--- src/rtl/vga_ball_engine.sv ---
// VGA timing generator with a ball that moves once per frame and bounces off the visible-area borders.
// Counters start at the beginning of sync; video outputs are registered one cycle behind the counters.
module vga_ball_engine #(
    parameter int unsigned H         = 640,
    parameter int unsigned HFP       = 24,
    parameter int unsigned HS        = 40,
    parameter int unsigned HBP       = 128,
    parameter int unsigned V         = 480,
    parameter int unsigned VFP       = 9,
    parameter int unsigned VS        = 2,
    parameter int unsigned VBP       = 29,
    parameter bit          HS_POL    = 1'b0,
    parameter bit          VS_POL    = 1'b0,
    parameter int unsigned CW        = 11,
    parameter int unsigned BALL_SIZE = 16,
    parameter int unsigned SPEED     = 2,
    parameter int unsigned CD        = 6
) (
    input  logic          pixel_clock,
    input  logic          reset_n,
    input  logic          run,
    output logic          VGA_HS,
    output logic          VGA_VS,
    output logic [CD-1:0] VGA_R,
    output logic [CD-1:0] VGA_G,
    output logic [CD-1:0] VGA_B,
    output logic          de,
    output logic [CW-1:0] h_cnt,
    output logic [CW-1:0] v_cnt,
    output logic          frame_tick
);

    localparam int unsigned EW    = CW + 1;
    localparam int unsigned HT    = HS + HBP + H + HFP;
    localparam int unsigned VT    = VS + VBP + V + VFP;
    localparam int unsigned XL    = HS + HBP;
    localparam int unsigned XR    = XL + H;
    localparam int unsigned YT    = VS + VBP;
    localparam int unsigned YB    = YT + V;
    localparam int unsigned X_MIN = XL;
    localparam int unsigned X_MAX = XR - BALL_SIZE;
    localparam int unsigned Y_MIN = YT;
    localparam int unsigned Y_MAX = YB - BALL_SIZE;
    localparam int unsigned X_CTR = X_MIN + (H - BALL_SIZE) / 2;
    localparam int unsigned Y_CTR = Y_MIN + (V - BALL_SIZE) / 2;

    typedef logic [EW-1:0] ext_t;

    logic [CW-1:0] h_q, h_d, v_q, v_d;
    logic [CW-1:0] ball_x_q, ball_x_d, ball_y_q, ball_y_d;
    logic          dir_x_q, dir_x_d, dir_y_q, dir_y_d;
    logic          hs_q, hs_d, vs_q, vs_d, de_q, de_d, pix_q, pix_d;
    ext_t          hx, vy;
    logic          visible, ball_hit;

    // One axis of the bounce: returns {new_dir, new_pos}, arithmetic one bit wider than the counters.
    function automatic logic [CW:0] bounce(input logic [CW-1:0] pos, input logic dir,
                                           input logic [CW-1:0] lo, input logic [CW-1:0] hi);
        ext_t        p_e, s_e, lo_e, hi_e;
        logic [CW:0] r;
        p_e  = EW'(pos);
        s_e  = EW'(SPEED);
        lo_e = EW'(lo);
        hi_e = EW'(hi);
        if (dir) begin
            if (p_e + s_e >= hi_e) r = {1'b0, hi};
            else                   r = {1'b1, CW'(p_e + s_e)};
        end else begin
            if (p_e <= lo_e + s_e) r = {1'b1, lo};
            else                   r = {1'b0, CW'(p_e - s_e)};
        end
        return r;
    endfunction

    assign hx         = EW'(h_q);
    assign vy         = EW'(v_q);
    assign frame_tick = (h_q == '0) && (v_q == '0);
    assign visible    = (hx >= EW'(XL)) && (hx < EW'(XR)) && (vy >= EW'(YT)) && (vy < EW'(YB));
    assign ball_hit   = visible
                      && (hx >= EW'(ball_x_q)) && (hx < EW'(ball_x_q) + EW'(BALL_SIZE))
                      && (vy >= EW'(ball_y_q)) && (vy < EW'(ball_y_q) + EW'(BALL_SIZE));

    // Pixel/line counters; the line counter steps when the pixel counter wraps.
    always_comb begin
        h_d = h_q + CW'(1);
        v_d = v_q;
        if (h_q == CW'(HT - 1)) begin
            h_d = '0;
            v_d = (v_q == CW'(VT - 1)) ? '0 : v_q + CW'(1);
        end
    end

    // Ball moves only at frame start, so its position is stable for the whole frame.
    always_comb begin
        ball_x_d = ball_x_q;
        ball_y_d = ball_y_q;
        dir_x_d  = dir_x_q;
        dir_y_d  = dir_y_q;
        if (frame_tick && run) begin
            {dir_x_d, ball_x_d} = bounce(ball_x_q, dir_x_q, CW'(X_MIN), CW'(X_MAX));
            {dir_y_d, ball_y_d} = bounce(ball_y_q, dir_y_q, CW'(Y_MIN), CW'(Y_MAX));
        end
    end

    always_comb begin
        hs_d  = (hx < EW'(HS)) ? HS_POL : ~HS_POL;
        vs_d  = (vy < EW'(VS)) ? VS_POL : ~VS_POL;
        de_d  = visible;
        pix_d = ball_hit;
    end

    always_ff @(posedge pixel_clock) begin
        if (!reset_n) begin
            h_q      <= '0;
            v_q      <= '0;
            ball_x_q <= CW'(X_CTR);
            ball_y_q <= CW'(Y_CTR);
            dir_x_q  <= 1'b1;
            dir_y_q  <= 1'b1;
            hs_q     <= HS_POL;
            vs_q     <= VS_POL;
            de_q     <= 1'b0;
            pix_q    <= 1'b0;
        end else begin
            h_q      <= h_d;
            v_q      <= v_d;
            ball_x_q <= ball_x_d;
            ball_y_q <= ball_y_d;
            dir_x_q  <= dir_x_d;
            dir_y_q  <= dir_y_d;
            hs_q     <= hs_d;
            vs_q     <= vs_d;
            de_q     <= de_d;
            pix_q    <= pix_d;
        end
    end

    assign h_cnt  = h_q;
    assign v_cnt  = v_q;
    assign VGA_HS = hs_q;
    assign VGA_VS = vs_q;
    assign de     = de_q;
    assign VGA_R  = {CD{pix_q}};
    assign VGA_G  = {CD{pix_q}};
    assign VGA_B  = {CD{pix_q}};

endmodule

--- config.mk ---
export PLATFORM = sky130hd
export DESIGN_NAME = vga_ball_engine
export DESIGN_NICKNAME = d
export VERILOG_FILES = /design/src/rtl/vga_ball_engine.sv
export SDC_FILE = /design/constraint.sdc
export NUM_CORES = 1
export LEC_CHECK = 0
export CAP_MARGIN = 20
export CORE_ASPECT_RATIO = 1.75
export CORE_MARGIN = 1.5
export CORE_UTILIZATION = 55
export DETAILED_ROUTE_END_ITERATION = 7
export PLACE_DENSITY_LB_ADDON = 0.05
export SLEW_MARGIN = 15
export SYNTH_ARGS = -nofsm -noshare
export SYNTH_HDL_FRONTEND = slang
export SYNTH_SLANG_ARGS = --single-unit
export TNS_END_PERCENT = 30
--- constraint.sdc ---
create_clock -name pixel_clock -period 2.9 [get_ports pixel_clock]
set_input_delay 0.435 -clock pixel_clock [delete_from_list [all_inputs] [get_ports pixel_clock]]
set_output_delay 0.435 -clock pixel_clock [all_outputs]
set_load 0.02 [all_outputs]
==> run metrics <==
CTS HTree Levels 2; IO Count 47; fin worst setup slack ~0.22 ns; Pleak ~0.0021 uW; die height 120.0 microns; Resize count post-CTS 1; met2 usage a little over half; die area 8376 sq um; largest net degree at the start of global routing 24; RSZ-0062 raised after global routing false; max-slew violations 0; dpl hpwl slightly above 9 mm; grt met3 use 2.435%; ANT cells 0; Post-Synth Adder-Cell Area 14.55%; mux cell area share after synthesis 0.6985%; MaxCap Viol Count 0; FF+latch count, synth 49; Hold Path Class register to register; Synth Area in Compound Gates 22.24%; GPL Wtd Cong approximately 1.0; First-pass DRT Iterations 6; dpl ws 0.2603 ns; share of cells above drive strength 1 under 10%; Post-DP Area between 4000 and 5000 sq um; Final Hold Violating Endpoints 0; syn avg cell area between 7 and 8 sq um; FFs w/ async S/R, synth 0%; GRT Util Overall 29.42%; worst setup path category register to register; Simple-Gate Fraction of Synth Area 23.84%; Site Rows 42; hold buffers post-CTS 0; VDD IR max 0.2490 mV; critical path required time 3.09 ns; synth unique cells 64; EDFF count, synth 0; fin crit period around 2.7 ns; Total Wirelength between 10 and 15 mm; CTS tree yes; first-pass GRT wire length 20.02 mm; XOR/XNOR Fraction of Synth Area under 10%; clk buf depth 2; DRC violations left 0; I/O Buffers between 40 and 50; clk slew on worst S/H paths roughly 0.070 ns; Initial Utilization between 50% and 60%; status complete, no violations; Arrival @ worst endpoint 2.86 ns; routed len/inst 17.66 microns; DR vias/cell 6.240; Post-CTS Setup Inserts 0; non-filler instance count after layout 682; crit-path max FO 10; Syn. warnings 0; actual slew at the worst max-slew pin ~0.6 ns; part of the cycle the worst path needs 92.27%; startpoint types register; CTS Buf Count 5; Clock Skew between 0.005 and 0.006 ns; largest family of logic cells by synthesized area simple AND/OR/NAND/NOR gates; synth-to-layout area growth 15.89%; core footprint 7567 sq um; via count 4256; Final ANT Viol Nets 0; Synth Flop Type dfxtp_1; cells after synthesis between 500 and 600; initial antenna violation count 0; initial DRC count 285; worst relative slew slack 60.21%; Placed Cells 674; post-synthesis sequential area ratio 22.82%; total overflow reported by the global router 0; # setup viols final 0; Cell Area, Synth 4299 sq um; WHS 0.4965 ns; Synth Net Count 609; CTS root buffer clkbuf_16; PwrDens around 340 nW/um^2; setup TNS 0 ns; Top Usage Layer GRT met2; Max Clock Freq 373.7 MHz; vias in the first global route between 4000 and 5000; met1 Usage GRT 32.83%; die width approximately 70 microns; clock latency on the worst-skew pair approximately 0.29 ns; CP endpoint kind register; cell area after layout 4982 sq um; final net count 646; # clock sinks 49
-- synthesized netlist by cell type (all sizes together) (4+ instances only) --
cell type / number / share of area [%]
nor4: 7 / 1.2
a21oi: 36 / 4.2
xor2: 8 / 1.6
nand2b: 4 / 0.58
ha: 50 / 15
inv: 33 / 2.9
or4: 5 / 1.0
nand3: 25 / 2.9
or3: 8 / 1.3
nand4: 12 / 1.7
buf: 23 / 4.2
o211ai: 8 / 1.4
xnor2: 25 / 5.1
nor4bb: 4 / 0.93
o21a: 8 / 1.4
clkbuf: 22 / 1.9
nor2: 42 / 3.7
o21ai: 35 / 4.1
and2: 6 / 0.87
a21o: 9 / 1.6
nand2: 37 / 3.2
dfxtp: 49 / 23
and3: 11 / 1.6
a31oi: 10 / 1.5
o311ai: 4 / 0.81
nor3: 22 / 2.6
-- area by class of cell --
class	instances	area [sq um]
clock inverter	1	5.005
timing repair buffer	75	676.9
clock buffer	7	152.6
fill	694	2585
inverter	35	131.4
multi-input combinational	427	2925
sequential	49	980.9
tap	88	110.1
-- sequential cells by signal, indices dropped and copies added (netlist names), 10 cells and up --
| register | flops |
|---|---|
| ball_y_q | 11 |
| v_cnt | 11 |
| h_cnt | 11 |
| ball_x_q | 10 |
-- layout by cell type (no fill, tap or decap), types with 3 or more instances in the layout --
master and instances:
mux2i_1 3, o311ai_0 4, nand2_1 37, a21oi_1 36, and3_1 11, nand3_1 25
and2_1 5, a41oi_1 3, o21ai_0 34, nand2b_1 4, buf_4 29, a21o_1 9
o21a_1 8, or3_1 7, nor2b_1 3, clkdlybuf4s50_1 45, or4_1 3, nor4bb_1 4
clkbuf_16 5, nor2_1 42, xnor2_1 25, dfxtp_1 49, inv_1 33, a22oi_1 3
a221oi_1 3, o211ai_1 8, a31oi_1 10, a211oi_1 3, nand4_1 12, xor2_1 8
nor3_1 22, ha_1 50, nor3b_1 3, or3b_2 3, nor4_1 6
-- worst max-delay path: stages (launching register included) --
cell and delay (ns):
dfxtp_1 0.50, inv_1 0.14, ha_1 0.34, nor4bb_1 0.35, nor3b_1 0.22, o21ai_0 0.10
a221oi_1 0.49, nor2b_1 0.18, a41o_1 0.27
-- logic make-up after synthesis --
logic type / count (synthesis)
AO/OA/AOI/OAI: 146
XOR/XNOR: 33
adder cells (fa/ha/maj): 50
buffers and inverters: 80
flip-flops: 49
multiplexers: 3
AND/OR/NAND/NOR: 195
-- path summary, 6_finish.rpt --
check,startpoint,end,slack (ns),depth (start not counted)
setup / recovery,ball_y_q[1],ball_y_q[4],0.22,8
hold / removal,h_cnt[0],h_cnt[0],0.50,1
setup reg to reg,ball_y_q[1],ball_y_q[4],0.22,8
hold reg to reg,h_cnt[0],h_cnt[0],0.50,1
-- report_power, final --
group | switching, uW | internal, uW | leakage, uW | total [uW]
Clock | 260 | 366 | 0.0000799 | 626
Combinational | 198 | 134 | 0.00161 | 333
Sequential | 36.0 | 693 | 0.000397 | 729
Total | 495 | 1190 | 0.00209 | 1690
-- metal layers --
layer,wire length [microns],share of wire (%)
met1,4655,39
met2,6366,53
met3,474,3.9
met4,546,4.5
met5,0,0
-- metrics by stage --
stage / power, uW / util (%)
2_1_floorplan: 968.6 / -
3_3_place_gp: 1067 / 63.77
3_5_place_dp: 1072 / 63.77
4_1_cts: 1691 / 65.84
5_1_grt: 1756 / 65.84
6_report: 1688 / 65.84
(Power assumes the default switching activity.)
